### config.mk
export PLATFORM = sky130hd
export DESIGN_NAME = matmul_mac_seq
export DESIGN_NICKNAME = d
export VERILOG_FILES = /design/src/rtl/matmul_mac_seq.sv
export SDC_FILE = /design/constraint.sdc
export NUM_CORES = 1
export LEC_CHECK = 0
export CAP_MARGIN = 5
export CORE_MARGIN = 8
export CORE_UTILIZATION = 60
export DETAILED_ROUTE_END_ITERATION = 16
export DONT_BUFFER_PORTS = 1
export PLACE_DENSITY = 0.79
export SETUP_SLACK_MARGIN = 0.2
export SYNTH_ARGS = -nofsm -noshare
export SYNTH_HDL_FRONTEND = slang
export SYNTH_SLANG_ARGS = --single-unit
### constraint.sdc
create_clock -name clk -period 3.04 [get_ports clk]
set_input_delay 0.76 -clock clk [delete_from_list [all_inputs] [get_ports clk]]
set_output_delay 0.76 -clock clk [all_outputs]
set_load 0.005 [all_outputs]
### src/rtl/matmul_mac_seq.sv
// Tuple-to-address sequencer for the FP matmul engine: issues operand reads, drives the external
// MAC unit, and writes C back once the reduction index reaches num_k-1.
module matmul_mac_seq #(
   parameter int unsigned IDX_W  = 32,
   parameter int unsigned ADDR_W = 16,
   parameter int unsigned RD_LAT = 2
) (
   input  logic              clk,
   input  logic              reset,
   input  logic [IDX_W-1:0]  num_j_i,
   input  logic [IDX_W-1:0]  num_k_i,
   input  logic              idx_valid_i,
   output logic              idx_ready_o,
   input  logic [IDX_W-1:0]  idx_i_i,
   input  logic [IDX_W-1:0]  idx_j_i,
   input  logic [IDX_W-1:0]  idx_k_i,
   input  logic              idx_last_i,
   output logic              rd_en_o,
   output logic [ADDR_W-1:0] addr_a_o,
   output logic [ADDR_W-1:0] addr_b_o,
   output logic              mac_start_o,
   output logic              mac_clear_o,
   input  logic              mac_done_i,
   output logic              wr_en_o,
   output logic [ADDR_W-1:0] addr_c_o,
   output logic              done_o
);

   localparam int unsigned ProdW = 2 * IDX_W;
   localparam int unsigned CntW  = (RD_LAT > 1) ? $clog2(RD_LAT) : 1;

   typedef enum logic [2:0] {StIdle, StRd, StWait, StMac, StMwait, StWr} state_e;

   state_e            state_q, state_d;
   logic [CntW-1:0]   cnt_q, cnt_d;
   logic [IDX_W-1:0]  k_q, k_d;
   logic              last_q, last_d;
   logic              done_q, done_d;
   logic [ADDR_W-1:0] addr_a_q, addr_a_d;
   logic [ADDR_W-1:0] addr_b_q, addr_b_d;
   logic [ADDR_W-1:0] addr_c_q, addr_c_d;

   logic [ProdW-1:0]  sum_a, sum_b, sum_c;
   logic              unused_sum_hi;
   logic              k_is_final;

   // Full-width products; only the low ADDR_W bits address memory.
   assign sum_a = ProdW'(idx_i_i) * ProdW'(num_k_i) + ProdW'(idx_k_i);
   assign sum_b = ProdW'(idx_k_i) * ProdW'(num_j_i) + ProdW'(idx_j_i);
   assign sum_c = ProdW'(idx_i_i) * ProdW'(num_j_i) + ProdW'(idx_j_i);
   assign unused_sum_hi = ^{sum_a[ProdW-1:ADDR_W], sum_b[ProdW-1:ADDR_W],
                            sum_c[ProdW-1:ADDR_W]};

   assign k_is_final = (k_q == (num_k_i - IDX_W'(1)));

   always_comb begin
      state_d     = state_q;
      cnt_d       = cnt_q;
      k_d         = k_q;
      last_d      = last_q;
      done_d      = done_q;
      addr_a_d    = addr_a_q;
      addr_b_d    = addr_b_q;
      addr_c_d    = addr_c_q;
      idx_ready_o = 1'b0;
      rd_en_o     = 1'b0;
      mac_start_o = 1'b0;
      mac_clear_o = 1'b0;
      wr_en_o     = 1'b0;

      case (state_q)
         StIdle: begin
            idx_ready_o = 1'b1;
            if (idx_valid_i) begin
               k_d      = idx_k_i;
               last_d   = idx_last_i;
               addr_a_d = sum_a[ADDR_W-1:0];
               addr_b_d = sum_b[ADDR_W-1:0];
               addr_c_d = sum_c[ADDR_W-1:0];
               done_d   = 1'b0;
               state_d  = StRd;
            end
         end
         StRd: begin
            rd_en_o = 1'b1;
            cnt_d   = CntW'(RD_LAT - 1);
            state_d = StWait;
         end
         StWait: begin
            // Counter expires so operands land exactly RD_LAT cycles after rd_en.
            if (cnt_q == '0) begin
               state_d = StMac;
            end else begin
               cnt_d = cnt_q - CntW'(1);
            end
         end
         StMac: begin
            mac_start_o = 1'b1;
            mac_clear_o = (k_q == '0);
            state_d     = StMwait;
         end
         StMwait: begin
            if (mac_done_i) begin
               state_d = k_is_final ? StWr : StIdle;
            end
         end
         StWr: begin
            wr_en_o = 1'b1;
            if (last_q) begin
               done_d = 1'b1;
            end
            state_d = StIdle;
         end
         default: state_d = StIdle;
      endcase
   end

   always_ff @(posedge clk or posedge reset) begin
      if (reset) begin
         state_q <= StIdle;
      end else begin
         state_q <= state_d;
      end
   end

   always_ff @(posedge clk or posedge reset) begin
      if (reset) begin
         cnt_q    <= '0;
         k_q      <= '0;
         last_q   <= 1'b0;
         done_q   <= 1'b0;
         addr_a_q <= '0;
         addr_b_q <= '0;
         addr_c_q <= '0;
      end else begin
         cnt_q    <= cnt_d;
         k_q      <= k_d;
         last_q   <= last_d;
         done_q   <= done_d;
         addr_a_q <= addr_a_d;
         addr_b_q <= addr_b_d;
         addr_c_q <= addr_c_d;
      end
   end

   assign addr_a_o = addr_a_q;
   assign addr_b_o = addr_b_q;
   assign addr_c_o = addr_c_q;
   assign done_o   = done_q;

endmodule

# Word-level counts from Yosys, hierarchy flattened
# Cells that the tools add are included.
# word_totals
ff_bits	86
latch_bits	0
mem_bits_rw	0
romBits	0
in_bits	165
output_inout_bits	54
word_cells	48
n_memories	0
# classes
add_sub_neg	5
n_mul	3
n_div	0
magnitude_cmp	0
eq_ne	10
shift	0
n_mux	15
bitwise_logic	0
n_reduce_logical	7
# ops
op	count
32-bit by 32-bit multiplier with 16-bit output	3
16-bit adder	3
32-bit equality test	1
32-bit zero test	1
32-bit by 1-bit subtractor with 32-bit output, second input constant	1
3-bit case mux with 5 select lines	1
3-bit 2-to-1 mux	4
1-bit 2-to-1 mux	8
2-bit inequality test, second input constant	4
3-bit by 2-bit equality test with 1-bit output, second input constant	2
3-bit equality test, second input constant	2
3-bit AND reduction	2
1-bit case mux with 2 select lines	2
2-bit nonzero test	2
3-bit by 1-bit equality test with 1-bit output, second input constant	1
3-bit zero test	1
2-bit AND reduction	1
1-bit subtractor, second input constant	1

# Logic depth before layout (Yosys ltp)
# Gate-level depths: netlist of run 1.
# depth
ltp_word	5
depth_mapped	23
mapped_depth_nobuf	21

# Least setup slack after synthesis of run 1
# OpenSTA, ideal clock, no wires.
# synth_path
path_kind	input-to-reg
start	input num_k_i[3]
end	register addr_a_q[15] (netlist: addr_a_o[15])
setup_time_ns	0.137
arrival_ns	5.713
t_required_ns	2.903
path_slack_ns	-2.810
stages	22
n_path_buf	2
path_cell_list	clkbuf_1 clkbuf_1 and2_1 fa_1 inv_1 fa_1 inv_1 fa_1 inv_1 fa_1 inv_1 fa_1 inv_1 fa_1 inv_1 ha_1 nand3_1 nand2_1 a41o_1 o41a_1 xnor2_1 o21ai_0
# synth_between
elab_chain_cells	2
# synth_rtl
element	line_no	text
from (decl)	11	input logic [IDX_W-1:0] num_k_i,
32-bit by 32-bit multiplier with 16-bit output	48	assign sum_a = ProdW'(idx_i_i) * ProdW'(num_k_i) + ProdW'(idx_k_i);
16-bit adder	48	
to (signal assigned)	140	addr_a_q <= addr_a_d;
to (decl)	39	logic [ADDR_W-1:0] addr_a_q, addr_a_d;
# No other way between the ends.
# A chain may end at the register's enable or synchronous reset.

# Final worst setup path of run 1
# layout_path
start	input num_j_i[1]
end	register addr_b_q[15] (netlist: addr_b_o[15])
# layout_between
elab_chain_cells	2
# layout_rtl
element	line_no	text
from (decl)	10	input logic [IDX_W-1:0] num_j_i,
32-bit by 32-bit multiplier with 16-bit output	49	assign sum_b = ProdW'(idx_k_i) * ProdW'(num_j_i) + ProdW'(idx_j_i);
16-bit adder	49	
to (signal assigned)	141	addr_b_q <= addr_b_d;
to (decl)	40	logic [ADDR_W-1:0] addr_b_q, addr_b_d;
# No other way between the ends.

==> results of run 1 <==
==> routing by layer <==
metal | vias up | track usage [%]
li1 | 6249 | -
met1 | 6974 | 32.5
met2 | 637 | 48.5
met3 | 161 | 8.06
met4 | 4 | 12.8
met5 | - | 0
==> sequential cells by signal (all words and copies together), names as in the netlist <==
| signal | flops |
|---|---|
| addr_a_o | 16 |
| state_q | 3 |
| k_q | 32 |
| addr_c_o | 16 |
| done_o | 1 |
| addr_b_o | 16 |
| last_q | 1 |
| cnt_q | 1 |
==> layout by cell type, fill, tap and decap left out, types with 43 or more instances in the layout <==
master	n
dfrtp_1	86
fa_1	264
ha_1	106
buf_4	81
inv_1	424
xnor2_1	98
and2_1	130
xor2_1	44
ha_4	43
nand2_1	310
==> logic make-up after synthesis <==
| kind of cell | Yosys count |
|---|---|
| adder cells (fa/ha/maj) | 439 |
| buffers and inverters | 564 |
| AO/OA/AOI/OAI | 149 |
| flip-flops | 86 |
| XOR/XNOR | 158 |
| AND/OR/NAND/NOR | 639 |
| multiplexers | 36 |
==> metrics by stage <==
step                total power [mW]  hold WS (ps)  TNS [ps]  worst slack, ps  utilization, %
floorplan                       16.2           461    -59170            -2520               -
global placement                22.0           473    -59590            -2470            64.9
detailed placement              22.6           477    -61700            -2520            64.9
CTS                             25.9           311    -45530            -2050            67.7
global route                    29.6           345    -49680            -2180            68.9
finish                          27.2           308    -45720            -2040            68.9
==> power groups by stage <==
stage	clock [mW]	combinational (mW)	sequential [mW]
after floorplan	0	14.1	2.12
after global placement	0	19.5	2.41
after detailed placement	0	20.2	2.43
after CTS	1.18	22.3	2.42
after global routing	1.22	25.9	2.50
final	1.17	23.6	2.40
==> path summary, 6_finish.rpt <==
path,startpoint,cells past startpoint,endpoint,slack (ps)
min in group clk,last_q,1,done_o,490
min reg2reg,last_q,1,done_o,490
max in group asynchronous,reset,2,k_q[26],2100
max,num_j_i[1],18,addr_b_o[15],-2040
min,reset,1,addr_a_o[2],310
max reg2reg,k_q[28],8,state_q[0],740
==> layout make-up <==
| cell class | count | area (µm²) | area share, % |
|---|---|---|---|
| Multi-Input combinational cell | 1421 | 14800 | 72.8 |
| Sequential cell | 86 | 2150 | 10.6 |
| Inverter | 466 | 1750 | 8.65 |
| Timing Repair Buffer | 97 | 806 | 3.98 |
| Tap cell | 390 | 488 | 2.41 |
| Clock buffer | 10 | 239 | 1.18 |
| Clock inverter | 6 | 67.6 | 0.333 |
| Antenna cell | 2 | 5.00 | 0.0247 |
==> repair_timing <==
item / CTS / global route
setup buffers: 4 / 3
pin swaps: 98 / 39
setup endpoints to repair: 39 / 42
gates resized for setup: 116 / 67
==> impl_metrics.yaml, run 1 <==
status:
  outcome: "finished, violations left"
  violations: "negative setup slack"
synthesis:
  ys_seq_area_share_pct: 12.1
  synth.most_common_cell: "inv_1"
  synth_compound_area_share_pct: 5.20
  yosys-top-cells-count: "inv_1, nand2_1, fa_1, and2_1, ha_1"
  synth_cell_types: 66
  avgSynthCellArea_um2: 8.57
  ys_warn_count: 0
  syn_inst: 2071
  synth_edf_count: 0
  synthAdderAreaFrac_pct: 42.9
  synth_mux_area_share_pct: 2.26
  syn_area_um2: 17800
  synth-seq-cells: 86
  synth_top_family_by_area: "adder cells"
  synthTopCellsByArea: "fa_1, dfrtp_1, ha_1"
  yosysTopAreaCell: "fa_1"
  yosys.area_share.simple_pct: 17.7
  synth_top_area_share_pct: 31.8
  ys.flop_type: "dfrtp_1"
  synthXorXnorAreaFrac_pct: 7.79
  postSynth.asyncResetShare_pct: 100
  synthesis.nets: 2675
clock_tree:
  cts_hold_buffers: 0
  clockRootBuffer: "clkbuf_16"
  ctsLongestPathBuffers: 2
  clk_latency_ps: 360
  tritoncts: "yes"
  numCtsBuffers: 9
  cts.sinks: 86
  htree_levels: 3
  clkTransAtPathRegs_ps: 70
global_route:
  grt_pass1_vias: 15500
  gr-usage-all-layers_pct: 28.3
  grt_pass1_wl_mm: 79.9
  grt_overflow: 0
  antenna_found_initial: 2
  grt_max_degree: 90
floorplanning:
  initial_core_util_pct: 60.4
  die_w_um: 188
  fp.dieArea_um2: 35400
  num_rows: 63
  pin_count: 219
  die_h_um: 188
  core_area_um2: 29400
setup_path:
  critical-path-top-delay-family: "adder cells"
  cp_slowest_stage_delay_ps: 580
  critPathSlowestCell: "fa_1"
  cp_data_required_time_ps: 3270
  startpoint_type: "input pin"
  cp-end-kind: "flip-flop"
  crit_top_cell: "fa_1"
  crit_chain: "and2_4 > fa_1 > inv_2 > fa_1 > fa_1 > fa_1 > inv_1 > fa_1 > inv_1 > fa_1 > inv_2 > ha_4 > and2_4 > o21ai_2 > o21ai_2 > o41ai_2 > xnor2_1 > o21ai_1"
  worstSetupPathType: "in -> reg"
  path_buf_inv: 4
  cp.arrival_ps: 5310
  path_max_fanout: 30
timing:
  hold_viol_final: 0
  slew_headroom_pct: 64.2
  rsz0062_at_grt: "yes"
  min_period_ps: 5080
  period_share_pct: 167
  report.final.slew_viol_count: 0
  tightest_slew_ps: 524
  setup_violations: 36
  skew_ps: 7.57
  fmax_mhz: 197
  setup_ws_ps: -2040
placement:
  dp_hpwl_mm: 37.5
  port_buffers: 0
  dp_cells: 2453
  gp_congestion: 0.914
  placed_cell_area_um2: 19100
power_and_ir_drop:
  sw_frac_of_total_pct: 46.4
  total_leakage_power_nw: 9.70
  p_seq_share_pct: 8.8
  clkPwrFrac_pct: 4.3
  power.switching_mw: 12.6
  vdd_drop_max_v: 0.00265
  pwr_density_cell_nw_per_um2: 1340
  pwr-share-comb_pct: 86.9
  p_int_mw: 14.6
layout:
  fin_cells: 2478
  layout.nets: 2685
  drive_gt1_share_pct: 18.6
  finalInstanceArea_um2: 20300
  n_fill_cell: 2182
  area_delta_synth_final_pct: 14.1
flow_run:
  drv_cap: 0
route:
  vias_per_cell: 5.66
  wl_per_cell_um: 19.9
  highest_layer: "met5"
  routed_wl_mm: 49.2
  dr_total_vias: 14000
  drt-initial-drc-count: 856
  route.met2.wl_mm: 24.6
  wl_met1_mm: 17.5
  drtAntennaViolNets: 0
  route.met3.wl_mm: 4.81
  first_pass_iters: 5
  drc: 0
min_path:
  min_path_type: "in -> async"
Note: power is estimated with default switching activity, not from simulation.
==> run 2: changes to the inputs <==
--- a/config.mk
+++ b/config.mk
@@ -11,7 +11,7 @@
 export DETAILED_ROUTE_END_ITERATION = 16
 export DONT_BUFFER_PORTS = 1
 export PLACE_DENSITY = 0.79
-export SETUP_SLACK_MARGIN = 0.2
+export SETUP_SLACK_MARGIN = 0.05
 export SYNTH_ARGS = -nofsm -noshare
 export SYNTH_HDL_FRONTEND = slang
 export SYNTH_SLANG_ARGS = --single-unit
==> run 2 against run 1 <==
- the run still ends with negative setup slack left
- utilization shrank 0.62 points
- setup slack got worse by 2.1 ps
- die area is the same
- highest routed layer is now met4
- final cell count is essentially flat
- register-to-register slack got worse by 70 ps
- via count is 0.26% higher
==> impl_metrics.yaml, run 2 (synthesis results as in run 1) <==
clock_tree:
  ctsLongestPathBuffers: 2
  numCtsBuffers: 9
  clockRootBuffer: "clkbuf_16"
  clk_latency_ps: 360
  cts.sinks: 86
  clkTransAtPathRegs_ps: 70
  tritoncts: "yes"
  htree_levels: 3
layout:
  drive_gt1_share_pct: 17.3
  fin_cells: 2476
  final_common_cell: "inv_1"
  area_delta_synth_final_pct: 13.1
  largest_register_ffs: 32
  layout.nets: 2685
  final_cell_mix: "inv_1, nand2_1, fa_1"
  top_register: "k_q"
floorplanning:
  num_rows: 63
  die_w_um: 188
  fp.dieArea_um2: 35400
  die_h_um: 188
  initial_core_util_pct: 60.4
  pin_count: 219
  core_area_um2: 29400
global_route:
  grt_overflow: 0
  grt_max_degree: 47
  gr-usage-all-layers_pct: 27.7
  grt_pass1_vias: 15400
  grt_pass1_wl_mm: 78.2
  antenna_found_initial: 1
power_and_ir_drop:
  pwr_density_cell_nw_per_um2: 1350
  total_leakage_power_nw: 9.68
  vdd_drop_max_v: 0.00289
  fin_total_pwr_mw: 27.1
setup_path:
  crit_top_cell: "fa_1"
  cp.arrival_ps: 5320
  cp_data_required_time_ps: 3280
  startpoint_type: "input pin"
  worstSetupPathType: "in -> reg"
  critPathSlowestCell: "fa_1"
  path_max_fanout: 16
  cp-end-kind: "flip-flop"
  crit_chain: "and2_4 > fa_1 > inv_2 > fa_1 > inv_1 > fa_1 > inv_1 > fa_1 > inv_1 > fa_1 > inv_2 > fa_1 > inv_2 > ha_4 > nand3_2 > nand2_1 > a41o_1 > o41a_1 > xnor2_1 > o21ai_1"
  cp_slowest_stage_delay_ps: 540
route:
  dr_total_vias: 14100
  first_pass_iters: 5
  drc: 0
  drt-initial-drc-count: 807
  wl_per_cell_um: 19.8
  routed_wl_mm: 49.1
  drtAntennaViolNets: 0
  vias_per_cell: 5.68
timing:
  whs_ps: 316
  fmax_mhz: 197
  setup_ws_ps: -2040
  hold_viol_final: 0
  skew_ps: 8.59
  report.final.slew_viol_count: 0
  setup_tns_ps: -45890
  tightest_slew_ps: 543
  min_period_ps: 5080
  period_share_pct: 167
  setup_violations: 36
  rsz0062_at_grt: "yes"
  slew_headroom_pct: 62.8
flow_run:
  drv_cap: 0
placement:
  place_ws_ps: -2530
  gp_congestion: 0.923
  dp_cells: 2447
  port_buffers: 0
  dp_hpwl_mm: 37.8
min_path:
  min_path_type: "in -> async"
status:
  outcome: "finished, violations left"
  violations: "negative setup slack"
==> run 2: cell count changes in the layout (fill, tap and decap cells not counted), sizes merged <==
| cell | previous run | this run |
|---|---|---|
| clkbuf | 10 | 11 |
| clkinv | 2 | 1 |
| clkinvlp | 2 | 1 |
| diode | 2 | 1 |
==> run 2: worst paths after layout <==
check / start / endpoint / slack [ps] / cells after the start
max: idx_i_i[8] / addr_a_o[15] / -2040 / 20
min: reset / k_q[26] / 320 / 1
max reg2reg: k_q[28] / state_q[2] / 670 / 8
min reg2reg: last_q / done_o / 480 / 1
max in group asynchronous: reset / addr_b_o[3] / 2050 / 2
min in group clk: last_q / done_o / 480 / 1
==> run 2: layout make-up <==
class / instances / area (µm²)
tap: 390 / 488
antenna: 1 / 2.50
fill: 2224 / 9320
inverter: 466 / 1750
clock buffer: 11 / 233
timing repair buffer: 97 / 813
sequential: 86 / 2150
multi-input combinational: 1421 / 14600
clock inverter: 4 / 55.1
==> run 2: worst max-delay path, delay by kind of cell <==
kind / cells / cell delay [ps]
xor+xnor: 1 / 150
buf+inv: 6 / 270
compound gates: 3 / 650
fa+ha+maj: 7 / 3220
simple gates: 3 / 260
==> run 2: routing by layer <==
layer	up-vias	global-route usage, %	routed length, µm
met2	597	47.9	24500
met3	186	8.58	4580
met1	7047	30.3	17400
met4	0	14.2	2630
met5	-	0	0
li1	6231	-	-
==> run 2: what timing repair did <==
action,in CTS,in global routing
endpoints found under the setup margin,36,38
hold buffers,0,0
buffers inserted,7,8
gates resized for setup,91,86
pin swaps,78,63
==> run 2: through the flow <==
step	util (%)	area, µm²
after floorplan	-	18600
after global placement	64.7	19000
after CTS	67.0	19700
after detailed placement	64.7	19000
after global routing	68.3	20100
final	68.3	20100
==> run 2: power by group <==
group	switching, mW	total, mW	internal, mW
combinational	11.6	23.5	11.9
clock	0.492	1.13	0.640
sequential	0.669	2.42	1.75
total	12.7	27.1	14.3
==> run 3: changes to the inputs <==
--- a/config.mk
+++ b/config.mk
@@ -7,10 +7,10 @@
 export LEC_CHECK = 0
 export CAP_MARGIN = 5
 export CORE_MARGIN = 8
-export CORE_UTILIZATION = 60
+export CORE_UTILIZATION = 25
+export CTS_CLUSTER_DIAMETER = 150
 export DETAILED_ROUTE_END_ITERATION = 16
 export DONT_BUFFER_PORTS = 1
-export PLACE_DENSITY = 0.79
 export SETUP_SLACK_MARGIN = 0.05
 export SYNTH_ARGS = -nofsm -noshare
 export SYNTH_HDL_FRONTEND = slang
==> run 3 against run 2 <==
- the run still ends with negative setup slack left
- clock skew about the same
- final area increased by 4.1%
- utilization decreased by 39 points
- critical endpoint unchanged
- first-iteration DRC count decreased by 27%
- global-route usage decreased by 14 points
- sequential share of layout area decreased by 0.42 points
- combinational power decreased by 4%
- largest cell class unchanged
- final cell count increased by 23%
==> impl_metrics.yaml, run 3 (synthesis results as in run 1) <==
layout:
  area_delta_synth_final_pct: 17.7
  fin_cells: 3034
  drive_gt1_share_pct: 18.7
  n_fill_cell: 7464
  final_common_cell: "inv_1"
  multiInputGateArea_um2: 14700
  top_register: "k_q"
  final_cell_mix: "inv_1, nand2_1, fa_1"
  largest_register_ffs: 32
  ff_latch_area_um2: 2150
  layout.nets: 2687
flow_run:
  drv_cap: 0
timing:
  report.final.slew_viol_count: 0
  tightest_slew_ps: 801
  setup_ws_ps: -2020
  whs_ps: 265
  min_period_ps: 5060
  hold_viol_final: 0
  skew_ps: 8.56
  setup_violations: 36
  period_share_pct: 166
  slew_headroom_pct: 46.6
  fmax_mhz: 198
  rsz0062_at_grt: "yes"
floorplanning:
  initial_core_util_pct: 25.3
  core_area_um2: 70100
  num_rows: 97
  die_h_um: 283
  die_w_um: 283
  fp.dieArea_um2: 79800
  pin_count: 219
setup_path:
  critPathSlowestCell: "fa_1"
  crit_chain: "and2_4 > fa_1 > inv_2 > fa_1 > inv_2 > fa_1 > inv_1 > fa_1 > inv_2 > fa_1 > inv_1 > fa_1 > inv_2 > ha_4 > nand3_2 > nand2_1 > a41o_1 > o41a_1 > xnor2_1 > o21ai_1"
  r2r_start: "k_q[28]"
  critical-path-top-delay-family: "adder cells"
  path_max_fanout: 18
  crit_top_cell: "fa_1"
  path_buf_inv: 6
  cp_slowest_stage_delay_ps: 540
  r2r-end: "state_q[2]"
  reg2reg_depth: 8
  worstSetupPathType: "in -> reg"
  cp.arrival_ps: 5290
  startpoint_type: "input pin"
  cp_data_required_time_ps: 3270
  ff2ff_setup_slack_ps: 760
  cp-end-kind: "flip-flop"
global_route:
  grt_max_degree: 75
  grt_pass1_vias: 14400
  grt_pass1_wl_mm: 84.3
  grt_overflow: 0
  gr-usage-all-layers_pct: 13.8
  antenna_found_initial: 5
route:
  dr_total_vias: 13500
  wl_per_cell_um: 17.9
  drt-initial-drc-count: 588
  vias_per_cell: 4.44
  routed_wl_mm: 54.4
  drtAntennaViolNets: 0
  first_pass_iters: 7
  drc: 0
placement:
  dp_hpwl_mm: 43.5
  dp_cells: 3003
  port_buffers: 0
  gp_congestion: 0.830
power_and_ir_drop:
  vdd_drop_max_v: 0.000839
  pwr_density_cell_nw_per_um2: 1250
  total_leakage_power_nw: 9.67
status:
  violations: "negative setup slack"
  outcome: "finished, violations left"
clock_tree:
  tritoncts: "yes"
  clk_latency_ps: 370
  clockRootBuffer: "clkbuf_16"
  ctsLongestPathBuffers: 2
  clkTransAtPathRegs_ps: 80
  cts_hold_buffers: 0
  cts.sinks: 86
  numCtsBuffers: 9
  htree_levels: 3
min_path:
  min_path_type: "in -> async"
run 3: cell count changes in the layout (fill, tap and decap cells not counted), moves of 5 or more:
cell     delta
buf_4       +5
diode_2     +5
ha_1       -13
ha_4       +13
inv_1       -9
inv_2       +9
o21ai_1     -9
o21ai_2     +8
run 3: worst register-to-register path: cells and delay by family (launching register included):
family | cells | cell delay, ps
flops | 1 | 460
simple gates | 6 | 1120
xor+xnor | 1 | 240
compound gates | 1 | 410
run 3: final cells by class:
type	instances	share of cell area [%]
repair buffers	99	3.87
multi-input cells	1421	70.3
clock inverters	6	0.323
clock buffers	10	1.14
flip-flops and latches	86	10.3
inverters	466	8.38
well taps	940	5.63
diodes	6	0.0719
run 3: worst max-delay path by stage:
stage / start / endpoint / cells after the start
after global routing: idx_i_i[10] / addr_a_o[15] / 20
after CTS: idx_i_i[10] / addr_a_o[15] / 20
after detailed placement: num_k_i[4] / addr_a_o[15] / 20
final: num_k_i[1] / addr_a_o[15] / 20
after floorplan: num_k_i[5] / addr_a_o[15] / 22
after global placement: num_k_i[4] / addr_a_o[15] / 20
run 3: metal layers:
layer | vias up | wire length [µm] | global-route usage [%]
met1 | 6796 | 22200 | 16.6
met3 | 64 | 4890 | 4.83
met5 | - | 13 | 0
met2 | 340 | 26400 | 23.6
li1 | 6256 | - | -
met4 | 2 | 922 | 3.05
run 3: power breakdown:
part	leakage, nW	internal (mW)	switching, mW
combinational	8.47	11.8	10.7
sequential	1.05	1.75	0.702
clock	0.151	0.666	0.537
total	9.67	14.2	12.0
run 3: what timing repair did:
action | 4_1_cts | 5_1_grt
setup buffers | 8 | 7
resized for setup | 116 | 71
endpoints found under the setup margin | 38 | 39
pin swaps | 97 | 37
run 3: stage by stage:
| stage | worst slack, ps | TNS [ps] | total power, mW | utilization, % | cell area [µm²] |
|---|---|---|---|---|---|
| floorplan | -2520 | -59150 | 16.2 | - | 18600 |
| finish | -2020 | -44370 | 26.2 | 29.8 | 20900 |
| global route | -2210 | -48950 | 29.0 | 29.8 | 20900 |
| global placement | -2520 | -61260 | 21.9 | 28.1 | 19700 |
| detailed placement | -2530 | -61870 | 22.1 | 28.1 | 19700 |
| CTS | -2010 | -44380 | 25.6 | 29.3 | 20600 |
